===== src/rtl/riscv_trace_pkg.sv =====
// Shared definitions for the commit trace path: record kinds, field geometry
// and the packed record body that sits below the sequence number.
package riscv_trace_pkg;

  localparam int PC_W   = 32;
  localparam int ADDR_W = 32;
  localparam int DATA_W = 32;
  localparam int KIND_W = 2;
  localparam int REC_W  = KIND_W + PC_W + ADDR_W + DATA_W;

  localparam int DATA_LSB = 0;
  localparam int ADDR_LSB = DATA_LSB + DATA_W;
  localparam int PC_LSB   = ADDR_LSB + ADDR_W;
  localparam int KIND_LSB = PC_LSB + PC_W;

  localparam logic [KIND_W-1:0] KIND_REG   = 2'b01;
  localparam logic [KIND_W-1:0] KIND_STORE = 2'b10;

  typedef struct packed {
    logic [KIND_W-1:0] kind;
    logic [PC_W-1:0]   pc;
    logic [ADDR_W-1:0] addr;
    logic [DATA_W-1:0] data;
  } trace_rec_t;

  function automatic trace_rec_t pack_rec(input logic [KIND_W-1:0] kind,
                                          input logic [PC_W-1:0]   pc,
                                          input logic [ADDR_W-1:0] addr,
                                          input logic [DATA_W-1:0] data);
    trace_rec_t rec;
    rec.kind = kind;
    rec.pc   = pc;
    rec.addr = addr;
    rec.data = data;
    return rec;
  endfunction

endpackage


===== src/rtl/sync_fifo.sv =====
// Single-clock first-word-fall-through FIFO with wrap-bit pointers.
// A push into a full FIFO is accepted only when a pop frees a slot in the same cycle.
module sync_fifo #(
  parameter int DEPTH = 16,
  parameter int WIDTH = 8
) (
  input  logic                   clk,
  input  logic                   rst,
  input  logic                   clear,
  input  logic                   push,
  input  logic [WIDTH-1:0]       push_data,
  input  logic                   pop,
  output logic                   push_ok,
  output logic [WIDTH-1:0]       head_data,
  output logic                   full,
  output logic                   empty,
  output logic [$clog2(DEPTH):0] level
);

  localparam int AW = $clog2(DEPTH);

  logic [AW:0]      wptr_q, wptr_d;
  logic [AW:0]      rptr_q, rptr_d;
  logic [WIDTH-1:0] mem_q [DEPTH];
  logic             pop_ok;

  assign empty     = (wptr_q == rptr_q);
  assign full      = (wptr_q[AW] != rptr_q[AW]) && (wptr_q[AW-1:0] == rptr_q[AW-1:0]);
  assign level     = wptr_q - rptr_q;
  assign head_data = mem_q[rptr_q[AW-1:0]];

  // A pop on an empty FIFO is ignored, which also covers push-while-empty.
  assign pop_ok  = pop & ~empty & ~clear;
  assign push_ok = push & ~clear & (~full | pop_ok);

  always_comb begin
    wptr_d = wptr_q;
    rptr_d = rptr_q;
    if (clear) begin
      wptr_d = '0;
      rptr_d = '0;
    end else begin
      if (push_ok) wptr_d = wptr_q + 1'b1;
      if (pop_ok)  rptr_d = rptr_q + 1'b1;
    end
  end

  always_ff @(posedge clk or negedge rst) begin
    if (!rst) begin
      wptr_q <= '0;
      rptr_q <= '0;
    end else begin
      wptr_q <= wptr_d;
      rptr_q <= rptr_d;
    end
  end

  always_ff @(posedge clk) begin
    if (push_ok) mem_q[wptr_q[AW-1:0]] <= push_data;
  end

endmodule


===== src/rtl/commit_trace_buffer.sv =====
// Captures register-file writes and data-memory stores from the core as
// sequence-numbered records and queues them for a valid/ready reader.
module commit_trace_buffer
  import riscv_trace_pkg::*;
#(
  parameter int DEPTH     = 16,
  parameter bit FILTER_X0 = 1'b1,
  parameter int SEQ_W     = 16
) (
  input  logic                     clk,
  input  logic                     rst,
  input  logic                     trace_en,
  input  logic                     clear,
  input  logic [31:0]              pc,
  input  logic                     rf_we,
  input  logic [4:0]               rf_addr,
  input  logic [31:0]              rf_wdata,
  input  logic                     mem_we,
  input  logic [31:0]              mem_addr,
  input  logic [31:0]              mem_wdata,
  output logic                     trace_valid,
  input  logic                     trace_ready,
  output logic [REC_W+SEQ_W-1:0]   trace_data,
  output logic [$clog2(DEPTH):0]   level,
  output logic                     overflow,
  output logic                     both_err,
  output logic [15:0]              drop_cnt
);

  logic                   reg_evt;
  logic                   store_evt;
  logic                   capture;
  logic                   push_req;
  logic                   push_ok;
  logic                   drop;
  logic                   fifo_full;
  logic                   fifo_empty;
  trace_rec_t             rec;
  logic [REC_W+SEQ_W-1:0] push_word;

  logic [SEQ_W-1:0] seq_q, seq_d;
  logic             overflow_q, overflow_d;
  logic             both_err_q, both_err_d;
  logic [15:0]      drop_cnt_q, drop_cnt_d;

  // A simultaneous store wins over the register write; both_err flags the collision.
  always_comb begin
    reg_evt   = rf_we & ~(FILTER_X0 & (rf_addr == 5'd0));
    store_evt = mem_we;
    capture   = trace_en & ~clear;
    push_req  = capture & (reg_evt | store_evt);
    if (store_evt) begin
      rec = pack_rec(KIND_STORE, pc, mem_addr, mem_wdata);
    end else begin
      rec = pack_rec(KIND_REG, pc, {27'd0, rf_addr}, rf_wdata);
    end
    push_word = {seq_q, rec};
  end

  sync_fifo #(
    .DEPTH (DEPTH),
    .WIDTH (REC_W + SEQ_W)
  ) u_fifo (
    .clk       (clk),
    .rst       (rst),
    .clear     (clear),
    .push      (push_req),
    .push_data (push_word),
    .pop       (trace_ready),
    .push_ok   (push_ok),
    .head_data (trace_data),
    .full      (fifo_full),
    .empty     (fifo_empty),
    .level     (level)
  );

  assign drop = push_req & fifo_full & ~push_ok;

  // Dropped events leave seq untouched, so a gap is only visible through overflow.
  always_comb begin
    seq_d      = seq_q;
    overflow_d = overflow_q;
    both_err_d = both_err_q;
    drop_cnt_d = drop_cnt_q;
    if (clear) begin
      seq_d      = '0;
      overflow_d = 1'b0;
      both_err_d = 1'b0;
      drop_cnt_d = '0;
    end else begin
      if (push_ok) seq_d = seq_q + 1'b1;
      if (drop) begin
        overflow_d = 1'b1;
        if (drop_cnt_q != 16'hFFFF) drop_cnt_d = drop_cnt_q + 16'd1;
      end
      if (capture & reg_evt & store_evt) both_err_d = 1'b1;
    end
  end

  always_ff @(posedge clk or negedge rst) begin
    if (!rst) begin
      seq_q      <= '0;
      overflow_q <= 1'b0;
      both_err_q <= 1'b0;
      drop_cnt_q <= '0;
    end else begin
      seq_q      <= seq_d;
      overflow_q <= overflow_d;
      both_err_q <= both_err_d;
      drop_cnt_q <= drop_cnt_d;
    end
  end

  assign trace_valid = ~fifo_empty;
  assign overflow    = overflow_q;
  assign both_err    = both_err_q;
  assign drop_cnt    = drop_cnt_q;

endmodule


===== config.mk =====
export PLATFORM = sky130hd
export DESIGN_NAME = commit_trace_buffer
export DESIGN_NICKNAME = d
export VERILOG_FILES = /design/src/rtl/riscv_trace_pkg.sv /design/src/rtl/sync_fifo.sv /design/src/rtl/commit_trace_buffer.sv
export SDC_FILE = /design/constraint.sdc
export NUM_CORES = 2
export LEC_CHECK = 0
export CORE_MARGIN = 5
export CORE_UTILIZATION = 30
export DETAILED_ROUTE_END_ITERATION = 10
export GPL_TIMING_DRIVEN = 0
export HOLD_SLACK_MARGIN = 0.1
export MAX_ROUTING_LAYER = met4
export PLACE_DENSITY_LB_ADDON = 0.3
export SLEW_MARGIN = 20
export SYNTH_ARGS = -nofsm -noshare
export SYNTH_HDL_FRONTEND = slang
export SYNTH_SLANG_ARGS = --single-unit

===== constraint.sdc =====
create_clock -name clk -period 10.3 [get_ports clk]
set_input_delay 2.06 -clock clk [delete_from_list [all_inputs] [get_ports clk]]
set_output_delay 2.06 -clock clk [all_outputs]
set_load 0.005 [all_outputs]

# Word-level counts from Yosys, hierarchy flattened
# Memory sizes are Yosys's and may differ from the RTL's.
# Index checks and enable logic that the tools add are counted.
# op_classes
addsub,5
mul,0
div_mod_pow,0
n_lt_le_gt_ge,0
n_eq_ne,4
shift,0
mux,16
n_bitwise,18
reduce_logical,8
# ops
cell,n
98-bit two-way mux,1
16-bit two-way mux,5
"16-bit by 1-bit adder with 16-bit output, second input constant",2
5-bit two-way mux,4
"16-bit inequality test, second input constant",1
1-bit bitwise AND,11
"5-bit by 1-bit adder with 5-bit output, second input constant",2
2-bit nonzero test,5
1-bit two-way mux,6
5-bit equality test,1
5-bit zero test,1
1-bit NOT,5
5-bit subtractor,1
4-bit equality test,1
1-bit bitwise OR,2
2-bit AND reduction,1
1-bit logical AND,1
1-bit inequality test,1
# word_totals
reg_bits,44
latchBits,0
ram_bits,1824
mem_bits_ro,0
input_bits,140
out_inout_bits,138
wordCells,58
n_memories,1
# memory_table
memory,depth,width,read_ports,rd_clocked_by_memory_dff,wr,line,rtl
u_fifo.mem_q,16,114,1,0,1,sync_fifo.sv:24,logic [WIDTH-1:0] mem_q [DEPTH];

# Depth between registers and ports, before layout
# logic_depth
depth_word,11
ltp_mapped,12
depth_no_buf,7

# Hierarchy
# From an unflattened synthesis, not the netlist that was laid out.
# hier_totals
hier_cells,3150
area_unflattened_um2,71345.9
# by_module_without_submodules
mod,n_inst,cells_each,area_per_inst_um2,seq_area_each_um2
sync_fifo,1,2881,68802.2,55022.8
commit_trace_buffer,1,269,2543.7,850.8

# Least setup slack after synthesis
# Ideal clock, no wire load.
# synth_timing
path_kind,in2reg
start,in clear
end,"mem u_fifo.mem_q[15][0] (netlist name), enable pin"
setup_time_ps,653
arrival_time_ps,9001
slack_ps,647
cell_stages,5
n_path_buf,2
cell_sequence,buf_2 -> nand2b_1 -> and3_1 -> buf_4 -> nor4_2
# synth_via
elab_chain_len,7
word_cells_on_any_way,9
# synth_rtl
element,line,rtl
"start, declared",commit_trace_buffer.sv:13,"input logic clear,"
1-bit NOT (*),"sync_fifo.sv:33, sync_fifo.sv:34, commit_trace_buffer.sv:50",
1-bit bitwise AND,commit_trace_buffer.sv:50,capture = trace_en & ~clear;
1-bit bitwise AND,commit_trace_buffer.sv:51,push_req = capture & (reg_evt | store_evt);
1-bit bitwise AND,sync_fifo.sv:34,assign push_ok = push & ~clear & (~full | pop_ok);
1-bit bitwise AND (*),sync_fifo.sv:34,
1-bit two-way mux (*),sync_fifo.sv:59,if (push_ok) mem_q[wptr_q[AW-1:0]] <= push_data;
1-bit two-way mux (not written as such) (*),sync_fifo.sv:59,
"end, declared",sync_fifo.sv:24,
# Every way passes the cells marked *; elsewhere a longest branch is shown, timed or not.

# Worst setup path in the final report
# layout_timing
start,reg u_fifo.rptr_q[1]
end,out trace_data[22]
# layout_via
elab_chain_len,1
# layout_rtl
element,line,rtl
"start, declared",sync_fifo.sv:23,"logic [AW:0] rptr_q, rptr_d;"
"start signal, assigned",sync_fifo.sv:54,rptr_q <= rptr_d;
memory read 16 x 114 bit,--,
"end, declared",commit_trace_buffer.sv:23,"output logic [REC_W+SEQ_W-1:0] trace_data,"
# No other way between the ends.

==> results summary <==
The run finished with clean final reports. The switching power as a share of total power is 0.2240. The sequential area share after synthesis is 0.7798.

The number of clock buffers inserted by TritonCTS came out at 184. The max-capacitance violation count is 0. By count the netlist is led by 1824 x sky130_fd_sc_hd__edfxtp_1, 570 x sky130_fd_sc_hd__mux4_2, 64 x sky130_fd_sc_hd__clkbuf_1. sky130_fd_sc_hd__edfxtp_1 takes more of the synthesized area than any other cell. The fraction of layout instances using a drive strength above 1 is 0.2965. The height of the die is 498.7 um. The via count of the first global-routing pass is 34950.

At the later pin of the worst-skew pair, clock insertion delay measures 0.80 ns. The root buffer cell chosen for the clock tree is sky130_fd_sc_hd__clkbuf_16. The mapped netlist covers 71650 um^2. The critical path class is reg2out. Setup repair after global routing left no endpoint under its margin. Measured in cells, the most critical reg-to-reg path has a length of 16.

The total count of hold-check failures in the final report is 0. The first TritonRoute pass finished after 6 iterations. TritonCTS built the clock tree. The met1 capacity usage during global routing is 0.2221. The worst path arrival time came out at 4.52 ns. The area fraction of the dominant cell type after synthesis came out at 0.7644. The critical-path maximum fanout came out at 10. The pin count of the biggest net entering global routing came out at 33. Counting tap cells, the placed design contains a total of 6411 instances. The fraction of registers with async set/reset is 0.02355. The total routing usage reported by global routing is 0.1588. The power per unit of standard cell area came out at 198.0 nW/um^2. The clock period minus worst slack came out at 6.585 ns.

The total area inside the core boundary comes to 237900 um^2. The number of slew-limit violations in the final report is 0. By instance count, the leading cell after synthesis is sky130_fd_sc_hd__edfxtp_1. The routability congestion estimate from global placement came out at 0.6991. The distinct cell type count of the synthesized netlist is 50. The leakage power figure is 0.02652 uW. The worst slew margin relative to its limit is 0.2521. The initial antenna violation count is 15. The count of non-filler cells in the finished layout came out at 6748. The number of sinks handled by clock tree synthesis is 1868.

The cell-internal power is 13230 uW. The critical path required time came out at 8.24 ns. The mean post-synth cell area is 24.83 um^2. The peak supply drop came out at 0.1797 mV.

The first global-routing pass estimated 272700 um of wire. For met3 alone, demand over resource in global routing was 0.02989. The placement row count came out at 179.

The number of hold-repair buffers added at the cts stage is 0. The number of nets in the layout is 3582. Of the total power, combinational logic draws 0.114. The number of nets handed over by synthesis was 3038. The post-detailed-route DRC marker count came out at 0.

The number of setup violations in the final report is 0. Port buffering added 276 buffers. The final global-route overflow total is 0.

In this run the remaining antenna-violating nets after routing total 0. The post-synthesis sequential element count is 1868. The worst setup path is captured at an output port.

The number of warnings reported in the yosys synthesis log is 0. The placed wire-length estimate after detailed placement came out at 119000 um. The initial cell density of the core is 0.3012. The via density per instance came out at 4.973. The overall via count from detail_route came out at 33560.

The average routed wire per standard cell came out at 28.81 um. Derived from the worst setup path, the maximum achievable clock frequency is 151.9 MHz. Measured along the x axis, the die boundary spans 498.7 um. The depth of the worst hold-timing path came out at 1. The worst setup path is launched from a flop. The predominant post-synthesis flop cell is sky130_fd_sc_hd__edfxtp_1. The met2 layer usage reported by global route came out at 0.2465. For this block, the routed nets add up to 194400 um of wire. The net load switching power came out at 3819 uW. The post-CTS setup-driven buffer insertion count is 0.

The maximum count of clock buffers along a single path came out at 3. In this run, the number of DRC markers left after iteration 0 of detailed routing was 3584. From synthesis to final layout, the design area changed by 20.21%. CTS built an H-tree with a depth of 4.

The most used routing layer in global routing is met2. Of the total power, the clock network draws 0.393. For the pin with the worst max-slew slack, the measured transition is 1.122 ns.

Post-CTS repair changed the size of 0 cells. For this design the top-level I/O count stands at 278. The post-route clock period utilization is 0.6393.

The final setup skew is 0.01955 ns. The number of synthesized flops with an enable pin is 1824. The total power came out at 17050 uW. The final-layout setup total negative slack came out at 0 ns. By area the synthesized netlist is led by sky130_fd_sc_hd__edfxtp_1 76%, sky130_fd_sc_hd__mux4_2 18%, sky130_fd_sc_hd__dfrtp_1 1.5%.

Synthesis handed over a netlist of 2886 instances. In this run the worst hold path is classified as reg2reg. The post-CTS clock slew at the launch and capture registers of the worst setup and hold paths came out at 0.06 ns. The sequential share of power is 0.493. The total die area is 248700 um^2.
==> cell type report <==
type	count	area (um^2)
Buffer	143	820.8
Sequential cell	1868	55870
Fill cell	21730	151700
Inverter	14	52.55
Antenna cell	6	15.01
Multi-Input combinational cell	861	14990
Tap cell	3167	3963
Clock inverter	104	1054
Clock buffer	227	4912
Timing Repair Buffer	358	4458
==> logic make-up after synthesis <==
family | Yosys count | share of synthesized area
AO/OA/AOI/OAI | 47 | 0.003789
flip-flops | 1868 | 0.7798
adder cells (fa/ha/maj) | 12 | 0.002200
multiplexers | 614 | 0.1860
XOR/XNOR | 18 | 0.002200
AND/OR/NAND/NOR | 170 | 0.01407
buffers and inverters | 157 | 0.01191
==> worst max-delay path, stage by stage (launching register included) <==
cell                              delay (ns)
sky130_fd_sc_hd__dfrtp_1                0.41
sky130_fd_sc_hd__buf_2                  0.32
sky130_fd_sc_hd__clkbuf_2               0.63
sky130_fd_sc_hd__clkbuf_1               0.82
sky130_fd_sc_hd__mux4_2                 0.43
sky130_fd_sc_hd__mux4_2                 0.58
sky130_fd_sc_hd__clkdlybuf4s50_1        0.51
==> path summary, 6_finish.rpt <==
path / from / endpoint / slack (ns)
setup / recovery: u_fifo.rptr_q[1]$_DFFE_PN0P_ / trace_data[22] / 3.72
hold / removal: overflow$_DFFE_PN0P_ / overflow$_DFFE_PN0P_ / 0.53
setup reg to reg: u_fifo.rptr_q[1]$_DFFE_PN0P_ / u_fifo.mem_q[15][69]$_DFFE_PP_ / 4.60
hold reg to reg: overflow$_DFFE_PN0P_ / overflow$_DFFE_PN0P_ / 0.53
max in group asynchronous: rst / seq_q[8]$_DFFE_PN0P_ / 8.54
min in group asynchronous: rst / drop_cnt[6]$_DFFE_PN0P_ / 1.22
==> metal layers <==
layer | wire length (um) | part of all wire | vias up
met5 | 0 | 0 | -
met4 | 3209 | 0.017 | 0
met3 | 12550 | 0.065 | 234
met2 | 93050 | 0.48 | 1204
met1 | 85580 | 0.44 | 18460
li1 | - | - | 13660
==> flip-flops by register name (all words and copies together) (netlist names) <==
register / count
seq_q: 16
u_fifo.mem_q: 1824
both_err: 1
overflow: 1
u_fifo.wptr_q: 5
u_fifo.rptr_q: 5
drop_cnt: 16
==> layout by cell type (no fill, tap or decap), types with 6 or more instances in the layout <==
cell | netlist | routed
sky130_fd_sc_hd__a21oi_1 | 18 | 18
sky130_fd_sc_hd__and2_1 | 40 | 29
sky130_fd_sc_hd__and2_4 | 0 | 11
sky130_fd_sc_hd__and3_1 | 11 | 7
sky130_fd_sc_hd__buf_1 | 17 | 11
sky130_fd_sc_hd__buf_12 | 0 | 27
sky130_fd_sc_hd__buf_16 | 0 | 36
sky130_fd_sc_hd__buf_2 | 13 | 18
sky130_fd_sc_hd__buf_4 | 32 | 44
sky130_fd_sc_hd__buf_6 | 17 | 24
sky130_fd_sc_hd__bufinv_16 | 0 | 19
sky130_fd_sc_hd__clkbuf_1 | 64 | 88
sky130_fd_sc_hd__clkbuf_16 | 0 | 189
sky130_fd_sc_hd__clkbuf_2 | 0 | 12
sky130_fd_sc_hd__clkdlybuf4s50_1 | 0 | 275
sky130_fd_sc_hd__clkinv_1 | 0 | 34
sky130_fd_sc_hd__clkinv_2 | 0 | 34
sky130_fd_sc_hd__dfrtp_1 | 44 | 44
sky130_fd_sc_hd__diode_2 | 0 | 6
sky130_fd_sc_hd__edfxtp_1 | 1824 | 1824
sky130_fd_sc_hd__ha_1 | 11 | 11
sky130_fd_sc_hd__inv_1 | 13 | 13
sky130_fd_sc_hd__mux2_2 | 40 | 40
sky130_fd_sc_hd__mux4_2 | 570 | 570
sky130_fd_sc_hd__nand2_1 | 19 | 19
sky130_fd_sc_hd__nand3_1 | 10 | 10
sky130_fd_sc_hd__nand4_1 | 14 | 14
sky130_fd_sc_hd__nor2_1 | 28 | 28
sky130_fd_sc_hd__nor3_1 | 6 | 6
sky130_fd_sc_hd__o21ai_0 | 15 | 15
sky130_fd_sc_hd__or3_1 | 13 | 13
sky130_fd_sc_hd__xnor2_1 | 11 | 11
sky130_fd_sc_hd__xor2_1 | 7 | 7
==> through the flow <==
stage / hold WS (ns) / area [um^2] / utilization / setup WS [ns]
2_1_floorplan: 0.4775 / 71650 / - / 0.6467
3_3_place_gp: 0.5067 / 78380 / 0.3295 / -9.916
3_5_place_dp: 0.4964 / 80150 / 0.3370 / 3.766
4_1_cts: 0.5238 / 86120 / 0.3621 / 3.512
5_1_grt: 0.5389 / 86130 / 0.3621 / 3.482
6_report: 0.5296 / 86140 / 0.3621 / 3.715
==> power groups by stage <==
stage,combinational (uW),clock [uW],sequential (uW)
final,1940,6710,8400
after global routing,2080,7190,8400
after CTS,2010,6860,8400
after detailed placement,2010,0,8570
after global placement,1980,0,8580
after floorplan,1160,0,8560
(Power assumes the default switching activity.)
